File: src/rtl/sdp_y_core_alu_out_rr_arb_if.sv
// Beat handshake bundle for the SDP Y-core ALU output arbiter.
// Three requester lanes in, one registered chn_alu_out lane out.
interface sdp_y_core_alu_out_rr_arb_if;
  logic [2:0]  in_vld;
  logic [2:0]  in_rdy;
  logic [95:0] in_pd;
  logic [2:0]  in_last;
  logic        out_vld;
  logic        out_rdy;
  logic [31:0] out_pd;
  logic        out_last;
  logic [1:0]  out_src;

  modport master (
    output in_vld, in_pd, in_last, out_rdy,
    input  in_rdy, out_vld, out_pd, out_last, out_src
  );

  modport slave (
    input  in_vld, in_pd, in_last, out_rdy,
    output in_rdy, out_vld, out_pd, out_last, out_src
  );
endinterface

File: src/rtl/sdp_y_core_alu_out_rr_arb.sv
// Burst-locked round-robin arbiter, 3 requesters onto chn_alu_out.
// Optional stall counter: define SDP_ALU_OUT_ARB_PERF_EN.
module sdp_y_core_alu_out_rr_arb (
  input  logic                          nvdla_core_clk,
  input  logic                          nvdla_core_rstn,
  sdp_y_core_alu_out_rr_arb_if.slave    bus,
  input  logic                          perf_clr,
  output logic [15:0]                   perf_stall_cnt
);

  localparam logic [0:0] ST_OPEN = 1'b0;
  localparam logic [0:0] ST_LOCK = 1'b1;

  logic [0:0]  state;
  logic [1:0]  lock_src;
  logic [1:0]  ptr;
  logic [2:0]  gnt;
  logic        pipe_rdy;
  logic        xfer;
  logic [1:0]  sel_src;
  logic [31:0] sel_pd;
  logic        sel_last;

  assign pipe_rdy = !bus.out_vld | bus.out_rdy;
  assign bus.in_rdy = gnt & {3{pipe_rdy & nvdla_core_rstn}};
  assign xfer = |(bus.in_vld & bus.in_rdy);

  // Grant: stick to the burst owner, else rotate from ptr+1.
  always_comb begin
    gnt = 3'b000;
    if (state == ST_LOCK) begin
      unique case (lock_src)
        2'd0:    gnt[0] = bus.in_vld[0];
        2'd1:    gnt[1] = bus.in_vld[1];
        default: gnt[2] = bus.in_vld[2];
      endcase
    end else begin
      unique case (ptr)
        2'd0:
          gnt = bus.in_vld[1] ? 3'b010 :
                bus.in_vld[2] ? 3'b100 :
                bus.in_vld[0] ? 3'b001 : 3'b000;
        2'd1:
          gnt = bus.in_vld[2] ? 3'b100 :
                bus.in_vld[0] ? 3'b001 :
                bus.in_vld[1] ? 3'b010 : 3'b000;
        default:
          gnt = bus.in_vld[0] ? 3'b001 :
                bus.in_vld[1] ? 3'b010 :
                bus.in_vld[2] ? 3'b100 : 3'b000;
      endcase
    end
  end

  // Steer the granted lane's beat toward the output register.
  always_comb begin
    sel_src  = 2'd0;
    sel_pd   = bus.in_pd[31:0];
    sel_last = bus.in_last[0];
    unique case (1'b1)
      gnt[1]: begin
        sel_src  = 2'd1;
        sel_pd   = bus.in_pd[63:32];
        sel_last = bus.in_last[1];
      end
      gnt[2]: begin
        sel_src  = 2'd2;
        sel_pd   = bus.in_pd[95:64];
        sel_last = bus.in_last[2];
      end
      default: begin
        sel_src  = 2'd0;
        sel_pd   = bus.in_pd[31:0];
        sel_last = bus.in_last[0];
      end
    endcase
  end

  // Burst lock and round-robin pointer, updated on accepted beats.
  always_ff @(posedge nvdla_core_clk or negedge nvdla_core_rstn) begin
    if (!nvdla_core_rstn) begin
      state    <= ST_OPEN;
      lock_src <= 2'd0;
      ptr      <= 2'd2;
    end else if (xfer) begin
      if (sel_last) begin
        state <= ST_OPEN;
        ptr   <= sel_src;
      end else begin
        state    <= ST_LOCK;
        lock_src <= sel_src;
      end
    end
  end

  // Single output register; reload on drain keeps 1 beat/cycle.
  always_ff @(posedge nvdla_core_clk or negedge nvdla_core_rstn) begin
    if (!nvdla_core_rstn) begin
      bus.out_vld  <= 1'b0;
      bus.out_pd   <= 32'h0;
      bus.out_last <= 1'b0;
      bus.out_src  <= 2'd0;
    end else if (xfer) begin
      bus.out_vld  <= 1'b1;
      bus.out_pd   <= sel_pd;
      bus.out_last <= sel_last;
      bus.out_src  <= sel_src;
    end else if (bus.out_rdy) begin
      bus.out_vld  <= 1'b0;
    end
  end

`ifdef SDP_ALU_OUT_ARB_PERF_EN
  // Saturating count of cycles the output beat is back-pressured.
  always_ff @(posedge nvdla_core_clk or negedge nvdla_core_rstn) begin
    if (!nvdla_core_rstn) begin
      perf_stall_cnt <= 16'h0;
    end else if (perf_clr) begin
      perf_stall_cnt <= 16'h0;
    end else if (bus.out_vld && !bus.out_rdy &&
                 perf_stall_cnt != 16'hFFFF) begin
      perf_stall_cnt <= perf_stall_cnt + 16'h1;
    end
  end
`else
  logic unused_perf_clr;
  assign unused_perf_clr = perf_clr;
  assign perf_stall_cnt  = 16'h0000;
`endif

endmodule

File: src/flat_wrapper.sv
// flat-port wrapper written by rule: the top's interface ports become plain ports
module sdp_y_core_alu_out_rr_arb_flat 
  (nvdla_core_clk, nvdla_core_rstn, perf_clr, perf_stall_cnt, bus_in_vld, bus_in_pd, bus_in_last, bus_out_rdy, bus_in_rdy, bus_out_vld, bus_out_pd, bus_out_last, bus_out_src);
  sdp_y_core_alu_out_rr_arb_if bus_i ();
  input  logic nvdla_core_clk;
  input  logic nvdla_core_rstn;
  input  logic perf_clr;
  output logic [15:0] perf_stall_cnt;
  input wire logic [$bits(bus_i.in_vld)-1:0] bus_in_vld;
  input wire logic [$bits(bus_i.in_pd)-1:0] bus_in_pd;
  input wire logic [$bits(bus_i.in_last)-1:0] bus_in_last;
  input wire logic [$bits(bus_i.out_rdy)-1:0] bus_out_rdy;
  output wire logic [$bits(bus_i.in_rdy)-1:0] bus_in_rdy;
  output wire logic [$bits(bus_i.out_vld)-1:0] bus_out_vld;
  output wire logic [$bits(bus_i.out_pd)-1:0] bus_out_pd;
  output wire logic [$bits(bus_i.out_last)-1:0] bus_out_last;
  output wire logic [$bits(bus_i.out_src)-1:0] bus_out_src;
  assign bus_i.in_vld = bus_in_vld;
  assign bus_i.in_pd = bus_in_pd;
  assign bus_i.in_last = bus_in_last;
  assign bus_i.out_rdy = bus_out_rdy;
  assign bus_in_rdy = bus_i.in_rdy;
  assign bus_out_vld = bus_i.out_vld;
  assign bus_out_pd = bus_i.out_pd;
  assign bus_out_last = bus_i.out_last;
  assign bus_out_src = bus_i.out_src;
  sdp_y_core_alu_out_rr_arb u_core (.nvdla_core_clk(nvdla_core_clk), .nvdla_core_rstn(nvdla_core_rstn), .bus(bus_i), .perf_clr(perf_clr), .perf_stall_cnt(perf_stall_cnt));
endmodule
File: config.mk
export PLATFORM = sky130hd
export DESIGN_NAME = sdp_y_core_alu_out_rr_arb_flat
export DESIGN_NICKNAME = d
export VERILOG_FILES = /design/src/rtl/sdp_y_core_alu_out_rr_arb_if.sv /design/src/rtl/sdp_y_core_alu_out_rr_arb.sv /design/src/flat_wrapper.sv
export SDC_FILE = /design/constraint.sdc
export NUM_CORES = 1
export LEC_CHECK = 0
export CELL_PAD_IN_SITES_DETAIL_PLACEMENT = 1
export CELL_PAD_IN_SITES_GLOBAL_PLACEMENT = 2
export CORE_MARGIN = 3
export CORE_UTILIZATION = 19
export DETAILED_ROUTE_END_ITERATION = 12
export PLACE_DENSITY_LB_ADDON = 0.1
export SYNTH_ARGS = -nofsm -noshare
export SYNTH_HDL_FRONTEND = slang
export SYNTH_SLANG_ARGS = --single-unit
File: constraint.sdc
create_clock -name nvdla_core_clk -period 3.8 [get_ports nvdla_core_clk]
set_input_delay 0.95 -clock nvdla_core_clk [delete_from_list [all_inputs] [get_ports nvdla_core_clk]]
set_output_delay 0.95 -clock nvdla_core_clk [all_outputs]
set_load 0.02 [all_outputs]
==> results of run 1 <==
through the flow:
stage	hold WS (ps)	area, sq um	worst slack, ps
CTS	480	3890	41.9
finish	474	3900	151
global route	518	3900	9.77
global placement	462	3750	84.6
detailed placement	466	3750	47.6
floorplan	499	2240	837
power breakdown:
part / total, mW / switching, mW / internal [mW]
clock network: 0.431 / 0.169 / 0.262
registers: 0.785 / 0.124 / 0.661
logic: 1.71 / 0.927 / 0.787
total: 2.93 / 1.22 / 1.71
state kept, by name, indices dropped and copies added, names as in the netlist:
| name | cells |
|---|---|
| u_core.bus.out_pd | 32 |
| u_core.ptr | 2 |
| u_core.state | 1 |
| u_core.bus.out_vld | 1 |
| u_core.bus.out_last | 1 |
| u_core.lock_src | 2 |
| u_core.bus.out_src | 2 |
synth_stat cells (2+ instances only):
library cell,n,area share [%]
o311ai_1,2,0.80
nor2b_1,2,0.57
nand2_1,38,6.5
buf_4,16,5.5
a21oi_1,2,0.46
a22oi_1,32,11
buf_2,8,1.8
a21o_1,2,0.69
clkbuf_1,10,1.7
nand2b_1,3,0.86
dfrtp_1,40,46
mux2_4,2,1.4
and2_1,2,0.57
a31oi_1,32,9.2
nor2_1,38,6.5
worst paths after layout:
| check | start | to | slack [ps] | cells past startpoint |
|---|---|---|---|---|
| max | bus_in_vld[2] | bus_in_rdy[1] | 150 | 6 |
| min | u_core.bus.out_src[0]$_DFFE_PN0P_ | u_core.bus.out_src[0]$_DFFE_PN0P_ | 470 | 1 |
| max reg2reg | u_core.state$_DFFE_PN0P_ | u_core.bus.out_pd[15]$_DFFE_PN0P_ | 1430 | 8 |
| min reg2reg | u_core.bus.out_src[0]$_DFFE_PN0P_ | u_core.bus.out_src[0]$_DFFE_PN0P_ | 470 | 1 |
| max in group asynchronous | nvdla_core_rstn | u_core.bus.out_pd[31]$_DFFE_PN0P_ | 2650 | 2 |
| min in group asynchronous | nvdla_core_rstn | u_core.ptr[0]$_DFFE_PN0P_ | 770 | 2 |
worst reg2reg max path: stages (launching register included):
cell	delay [ps]
dfrtp_1	500
nand2b_1	160
o2111a_1	220
buf_4	420
a21oi_4	120
a21oi_4	220
buf_4	370
nor2_1	110
a31oi_1	170
layout make-up:
type,instances,area [sq um]
inverters,1,3.75
fillers,1286,7130
flip-flops and latches,41,1030
multi-input cells,182,1020
repair buffers,156,1520
clock buffers,8,146
well taps,140,175
routing by layer:
metal | GRT usage [%] | share of wire (%) | vias up
li1 | - | - | 1124
met3 | 3.74 | 7.2 | 6
met1 | 15.3 | 40 | 1089
met5 | 0 | 0 | -
met2 | 22.6 | 52 | 86
met4 | 3.13 | 0.93 | 0
kinds of logic (layout without fill, tap and decap cells):
logic type | after synthesis | after routing | share of synthesized area [%]
and+or+nand+nor | 86 | 86 | 16.1
DFF | 41 | 41 | 47.1
AOI/OAI and AO/OA | 76 | 76 | 25.1
buffers and inverters | 35 | 165 | 9.23
other | 1 | 16 | 0.172
muxes | 4 | 4 | 2.35
==> results.json, run 1 <==
{
  "fp.coreArea_sq_um": 11000,
  "crit_path_cell_trace": "clkdlybuf4s50_1, nor2b_1, o311ai_2, nand2_1, nor2_1, clkdlybuf4s50_1",
  "numClockSinks": 41,
  "grt_pass1_wl_um": 12900,
  "synth_edf_count": 0,
  "ys_warn_count": 0,
  "drt-vias-per-instance": 4.37,
  "dieArea_sq_um": 12800,
  "cpPeakStageDelay_ps": 630,
  "vias": 2305,
  "clk_pin_slew_ps": 60,
  "drt_drc_violations_left": 0,
  "layout-drive-gt1-share_pct": 6.96,
  "final_cell_mix": "clkdlybuf4s50_1 (142), dfrtp_1 (40), nand2_1 (38), nor2_1 (38)",
  "wl_per_cell_um": 15.8,
  "drv_slew": 0,
  "ys.flop_type": "dfrtp_1",
  "insertion_delay_ps": 280,
  "status": "finished, final reports clean",
  "clock.fmax_mhz": 274,
  "cts_tree": "done",
  "setup_tns_ps": 0,
  "syn2layout_area_growth_pct": 78.8,
  "timing.critical_path.slowest_stage_cell": "clkdlybuf4s50_1",
  "hp-class": "reg2reg",
  "cts_setup_buffers": 0,
  "ctsRootBufferMaster": "clkbuf_16",
  "num_rows": 38,
  "post_cts_resize_count": 0,
  "maxCapViolCount": 0,
  "fin_cells": 528,
  "critPathMaxFanout": 3,
  "crit_required_ps": 2850,
  "finalHoldViolations": 0,
  "crit_arrival_ps": 2700,
  "relSlewSlack_pct": 62.8,
  "clockBufferDepth": 2,
  "fin_crit_ps": 3650,
  "grtUsageTotal_pct": 12.8,
  "crit_buf_inv": 2,
  "synth_cell_type_count": 29,
  "final_common_cell": "clkdlybuf4s50_1",
  "cts.hold.buffers_added": 0,
  "globalplace.congestion": 0.716,
  "cts_buffers": 5,
  "cts_htree_levels": 2,
  "firstDrtPassIters": 4,
  "die_w_um": 113,
  "io_pins": 161,
  "leakage_nw": 1.56,
  "syn_inst": 243,
  "rsz0062_at_grt": "false",
  "worst_pin_slew_ps": 558,
  "p_total_mw": 2.93,
  "synth_area_sq_um": 2180,
  "powerDensity_nw_per_um2": 751,
  "end_kind": "output port",
  "finalCritPeriodShare_pct": 96.0,
  "grt_overflow": 0,
  "synth-async-reset-ratio_pct": 100,
  "syn_area_per_cell_sq_um": 8.98,
  "start_util_pct": 19.8,
  "antenna_cells": 0,
  "critPathKind": "in2out",
  "crit_top_cell": "clkdlybuf4s50_1",
  "grt_pass1_vias": 2330,
  "setup_viol": 0,
  "totalWireLength_um": 8350,
  "grt_max_degree": 42,
  "portBuffers": 143,
  "fin_skew_ps": 4.98,
  "fin_util_pct": 35.4,
  "ant_nets": 0,
  "die-height_um": 113,
  "finish.net_count": 493,
  "ir_drop_v": 0.000369,
  "crit_family": "buffers and inverters",
  "synth_seq_cells": 41,
  "drt_iter0_markers": 64,
  "hpwlAfterDp_um": 6310,
  "placed_cells": 520,
  "antenna_found_initial": 0,
  "startpoint_type": "primary input",
  "ys_seq_area_share_pct": 47.1
}
No activity file was read; power rests on OpenSTA's default activity.
==> inputs of run 2 (changes only) <==
--- a/config.mk
+++ b/config.mk
@@ -5,12 +5,14 @@
 export SDC_FILE = /design/constraint.sdc
 export NUM_CORES = 1
 export LEC_CHECK = 0
+export CAP_MARGIN = 20
 export CELL_PAD_IN_SITES_DETAIL_PLACEMENT = 1
 export CELL_PAD_IN_SITES_GLOBAL_PLACEMENT = 2
 export CORE_MARGIN = 3
 export CORE_UTILIZATION = 19
 export DETAILED_ROUTE_END_ITERATION = 12
 export PLACE_DENSITY_LB_ADDON = 0.1
+export RECOVER_POWER = 100
 export SYNTH_ARGS = -nofsm -noshare
 export SYNTH_HDL_FRONTEND = slang
 export SYNTH_SLANG_ARGS = --single-unit
==> run 2 against run 1 <==
  * The run now ends with capacitance limit, slew limit left
  * Non-clock buffer count stayed put
  * Critical path depth is 1 lower
  * Routed wire length is 0.16% higher
  * Register-to-register slack worse by 350 ps
  * Total power is 3.9% lower
  * Setup slack worse by 62 ps
  * Sequential share of layout area is 0.24 points higher
  * Clock power hardly changed
  * Combinational power is 6% lower
  * Maximum frequency is 1.7% lower
  * Critical path type unchanged
==> results.json, run 2 (same netlist as run 1, synthesis figures left out) <==
{
  "clk_pin_slew_ps": 60,
  "p_sw_mw": 1.20,
  "p_int_mw": 1.61,
  "crit_required_ps": 2850,
  "clockBufferDepth": 2,
  "syn2layout_area_growth_pct": 77.2,
  "antenna_cells": 0,
  "relSlewSlack_pct": -56.2,
  "status": "complete, but fails checks",
  "portBuffers": 143,
  "powerDensity_nw_per_um2": 728,
  "insertion_delay_ps": 280,
  "power_frac_seq_pct": 27.5,
  "grt_pass1_vias": 2330,
  "cts_htree_levels": 2,
  "final_cell_mix": "clkdlybuf4s50_1 (104), dfrtp_1 (40), nand2_1 (38), nor2_1 (38), dlygate4sd3_1 (38)",
  "vias": 2301,
  "worst_pin_slew_ps": 2340,
  "finish.net_count": 493,
  "dp_slack_ps": 47.6,
  "cts_tree": "done",
  "grtUsageTotal_pct": 12.8,
  "start_util_pct": 19.8,
  "num_rows": 38,
  "setup_viol": 0,
  "rsz0062_at_grt": "false",
  "placed_cells": 520,
  "startpoint_type": "primary input",
  "drt_iter0_markers": 68,
  "finalCritPeriodShare_pct": 97.7,
  "maxCapViolCount": 1,
  "finalInstanceArea_sq_um": 3870,
  "grt_max_degree": 42,
  "wl_per_cell_um": 15.8,
  "p_comb_share_pct": 57.1,
  "numClockSinks": 41,
  "die-height_um": 113,
  "swShare_pct": 42.6,
  "ctsRootBufferMaster": "clkbuf_16",
  "clkPwrFrac_pct": 15.3,
  "setup_tns_ps": 0,
  "fin_cells": 528,
  "critPathMaxFanout": 4,
  "firstDrtPassIters": 4,
  "drv_slew": 42,
  "grt_overflow": 0,
  "final_common_cell": "clkdlybuf4s50_1",
  "crit_family": "buffers and inverters",
  "fp.coreArea_sq_um": 11000,
  "totalWireLength_um": 8360,
  "crit_arrival_ps": 2760,
  "critPathKind": "in2out",
  "ir_drop_v": 0.000351,
  "globalplace.congestion": 0.716,
  "violations": "capacitance limit, slew limit",
  "grt_pass1_wl_um": 12900,
  "drt-vias-per-instance": 4.36,
  "hp-class": "reg2reg",
  "finalHoldViolations": 0,
  "leakage_nw": 1.54,
  "crit_buf_inv": 2,
  "hpwlAfterDp_um": 6310,
  "fin_skew_ps": 5.74,
  "clock.fmax_mhz": 269,
  "die_w_um": 113,
  "ant_nets": 0,
  "fin_crit_ps": 3710,
  "top_register": "u_core.bus.out_pd",
  "largest_reg_flops": 32,
  "crit_path_cell_trace": "dlygate4sd3_1, or3b_1, o2111a_1, nor2b_1, clkdlybuf4s50_1",
  "drt_drc_violations_left": 0,
  "cts_buffers": 5,
  "fin_util_pct": 35.0,
  "dieArea_sq_um": 12800,
  "io_pins": 161,
  "fin_ws_ps": 89.0,
  "antenna_found_initial": 0,
  "place_area_sq_um": 3750,
  "cpPeakStageDelay_ps": 590,
  "end_kind": "output port",
  "timing.critical_path.slowest_stage_cell": "dlygate4sd3_1",
  "layout-drive-gt1-share_pct": 5.41
}
[run 2: power groups by stage]
stage,clock (mW),combinational (mW),sequential (mW)
floorplan,0,0.720,1.02
global placement,0,1.74,0.785
detailed placement,0,1.75,0.795
CTS,0.449,1.75,0.788
global route,0.465,1.78,0.809
finish,0.432,1.61,0.775
[run 2: final cells by class]
cell class,count,area [sq um]
clock buffers,8,146
fillers,1289,7160
inverters,1,3.75
multi-input cells,182,1000
flip-flops and latches,41,1030
well taps,140,175
repair buffers,156,1510
[run 2: worst reg2reg max path: stages, from the launching register on]
cell and delay [ps]:
dfrtp_1 470, or3b_1 390, o2111a_1 150, buf_4 280
a21oi_1 510, a21oi_4 140, buf_2 340, nor2_1 210
a31oi_1 60
[run 2: path summary, 6_finish.rpt]
check                                                   from                           endpoint  slack, ps  depth (start not counted)
setup / recovery                               bus_in_vld[1]                      bus_in_rdy[2]         90                          5
hold / removal             u_core.bus.out_src[0]$_DFFE_PN0P_  u_core.bus.out_src[0]$_DFFE_PN0P_        470                          1
setup reg to reg                    u_core.state$_DFFE_PN0P_  u_core.bus.out_pd[15]$_DFFE_PN0P_       1080                          8
hold reg to reg            u_core.bus.out_src[0]$_DFFE_PN0P_  u_core.bus.out_src[0]$_DFFE_PN0P_        470                          1
max in group asynchronous                    nvdla_core_rstn  u_core.bus.out_pd[31]$_DFFE_PN0P_        960                          2
min in group asynchronous                    nvdla_core_rstn          u_core.ptr[0]$_DFFE_PN0P_       1510                          2
[run 2: timing repair]
item,CTS,global route
hold buffers,0,0
setup endpoints to repair,0,1
endpoints found under the hold margin,0,0
setup buffers,0,0
resized for setup,0,1
[run 2: stage by stage]
step                power [mW]  hold WS (ps)
global placement          2.52           462
detailed placement        2.55           466
finish                    2.81           468
CTS                       2.99           480
global route              3.06           513
floorplan                 1.74           499
[run 2: metal layers]
| metal | part of all wire [%] | global-route usage (%) | up-vias |
|---|---|---|---|
| met5 | 0 | 0 | - |
| met4 | 0.93 | 3.13 | 0 |
| met3 | 7.5 | 3.74 | 6 |
| met2 | 52 | 22.6 | 88 |
| met1 | 40 | 15.3 | 1081 |
| li1 | - | - | 1126 |
==> inputs of run 3 (changes only) <==
--- a/config.mk
+++ b/config.mk
@@ -8,7 +8,7 @@
 export CAP_MARGIN = 20
 export CELL_PAD_IN_SITES_DETAIL_PLACEMENT = 1
 export CELL_PAD_IN_SITES_GLOBAL_PLACEMENT = 2
-export CORE_MARGIN = 3
+export CORE_MARGIN = 2
 export CORE_UTILIZATION = 19
 export DETAILED_ROUTE_END_ITERATION = 12
 export PLACE_DENSITY_LB_ADDON = 0.1
==> run 3 against run 2 <==
  * The run still ends with capacitance limit, slew limit left
  * Final area down 0.74%
  * First-iteration DRC count up 10%
  * Highest routed layer unchanged
  * Routed wire length down 4.0%
  * Die area down 3.5%
  * Critical path depth unchanged
  * Register-to-register slack better by 120 ps
  * Utilization down 1.2 points
==> results.json, run 3 (same netlist as run 1, synthesis figures left out) <==
{
  "rsz0062_at_grt": "false",
  "grt_busiest_layer": "met2",
  "grt_util_met2_pct": 23.1,
  "crit_path_start": "bus_in_vld[1]",
  "drt_drc_violations_left": 0,
  "firstDrtPassIters": 6,
  "leakage_nw": 1.52,
  "io_pins": 161,
  "totalWireLength_um": 8030,
  "crit_path_cell_trace": "clkdlybuf4s50_1, or3b_1, o2111a_1, nor2b_1, clkdlybuf4s50_1",
  "finalHoldViolations": 0,
  "largest_reg_flops": 32,
  "ctsRootBufferMaster": "clkbuf_16",
  "ant_nets": 0,
  "critPathMaxFanout": 3,
  "maxCapViolCount": 1,
  "numClockSinks": 41,
  "cpPeakStageDelay_ps": 540,
  "dieArea_sq_um": 12400,
  "hpwlAfterDp_um": 6080,
  "clk_pin_slew_ps": 60,
  "vias": 2274,
  "clockBufferDepth": 2,
  "cts.hold.buffers_added": 0,
  "grt_overflow": 0,
  "grt_pass1_vias": 2416,
  "insertion_delay_ps": 280,
  "met1_usage_pct": 15.4,
  "crit_top_cell": "clkdlybuf4s50_1",
  "hp-class": "reg2reg",
  "status": "complete, but fails checks",
  "relSlewSlack_pct": -58.5,
  "critPathKind": "in2out",
  "fin_ws_ps": 223,
  "powerDensity_nw_per_um2": 723,
  "timing.critical_path.slowest_stage_cell": "clkdlybuf4s50_1",
  "final_cell_mix": "clkdlybuf4s50_1 (105), dfrtp_1 (40), nand2_1 (38), nor2_1 (38), dlygate4sd3_1 (36)",
  "finish.net_count": 492,
  "hp-start": "u_core.bus.out_src[0]$_DFFE_PN0P_",
  "start_util_pct": 19.3,
  "grtUsageTotal_pct": 13.0,
  "worst_pin_slew_ps": 2380,
  "crit_family": "buffers and inverters",
  "drt_iter0_markers": 75,
  "final_common_cell": "clkdlybuf4s50_1",
  "cts_htree_levels": 2,
  "die-height_um": 111,
  "antenna_cells": 0,
  "drv_slew": 42,
  "fin_crit_ps": 3580,
  "end_kind": "output port",
  "setup_viol": 0,
  "grt_max_degree": 42,
  "cts_buffers": 5,
  "fin_skew_ps": 4.44,
  "fp.coreArea_sq_um": 11300,
  "drt-vias-per-instance": 4.30,
  "met3_usage_pct": 4.16,
  "cts_setup_buffers": 0,
  "finalInstanceArea_sq_um": 3840,
  "violations": "capacitance limit, slew limit",
  "finalCritPeriodShare_pct": 94.1,
  "top_register": "u_core.bus.out_pd",
  "globalplace.congestion": 0.747,
  "ir_drop_v": 0.000242,
  "syn2layout_area_growth_pct": 75.9,
  "portBuffers": 143,
  "dp_slack_ps": 54.6,
  "crit_required_ps": 2850,
  "wl_per_cell_um": 15.2,
  "post_cts_resize_count": 0,
  "clock.fmax_mhz": 280,
  "antenna_found_initial": 0,
  "setup_tns_ps": 0,
  "crit_arrival_ps": 2630,
  "num_rows": 39,
  "worst_r2r_startpoint": "u_core.state$_DFFE_PN0P_",
  "startpoint_type": "primary input",
  "place_area_sq_um": 3740,
  "die_w_um": 111,
  "layout-drive-gt1-share_pct": 4.92,
  "cts_tree": "done",
  "crit_buf_inv": 2,
  "grt_pass1_wl_um": 12800
}
[run 3: per-stage QoR]
stage | instances | hold slack (ps) | util [%] | total power, mW
after detailed placement | 522 | 473 | 33.1 | 2.53
after floorplan | 258 | 499 | - | 1.74
after CTS | 529 | 490 | 34.3 | 2.97
after global routing | 529 | 492 | 33.9 | 3.01
after global placement | 522 | 472 | 33.1 | 2.51
final | 529 | 478 | 33.9 | 2.77
[run 3: per-layer routing]
metal,part of all wire [%],up-vias,wire [um]
met4,0.92,0,74
met1,41,1065,3290
li1,-,1125,-
met3,7.4,6,596
met5,0,-,0
met2,51,78,4070
[run 3: report_power, final]
| group | internal (mW) | total, mW | switching [mW] |
|---|---|---|---|
| logic | 0.678 | 1.57 | 0.894 |
| registers | 0.661 | 0.779 | 0.117 |
| clock network | 0.258 | 0.424 | 0.166 |
[run 3: cell type report]
class                           count  area, sq um
Clock buffer                        7          143
Fill cell                        1346         7480
Timing Repair Buffer              155         1500
Tap cell                          143          179
Inverter                            1         3.75
Sequential cell                    41         1030
Multi-Input combinational cell    182          981
[run 3: path summary, 6_finish.rpt]
check                                                    endpoint  slack, ps  cells past startpoint
worst min register to register  u_core.bus.out_src[0]$_DFFE_PN0P_        480                      1
worst max-delay path                                bus_in_rdy[2]        220                      5
max in group asynchronous       u_core.bus.out_pd[24]$_DFFE_PN0P_        950                      2
min in group asynchronous          u_core.bus.out_vld$_DFFE_PN0P_       1510                      2
worst max register to register  u_core.bus.out_pd[20]$_DFFE_PN0P_       1200                      7
worst min-delay path            u_core.bus.out_src[0]$_DFFE_PN0P_        480                      1
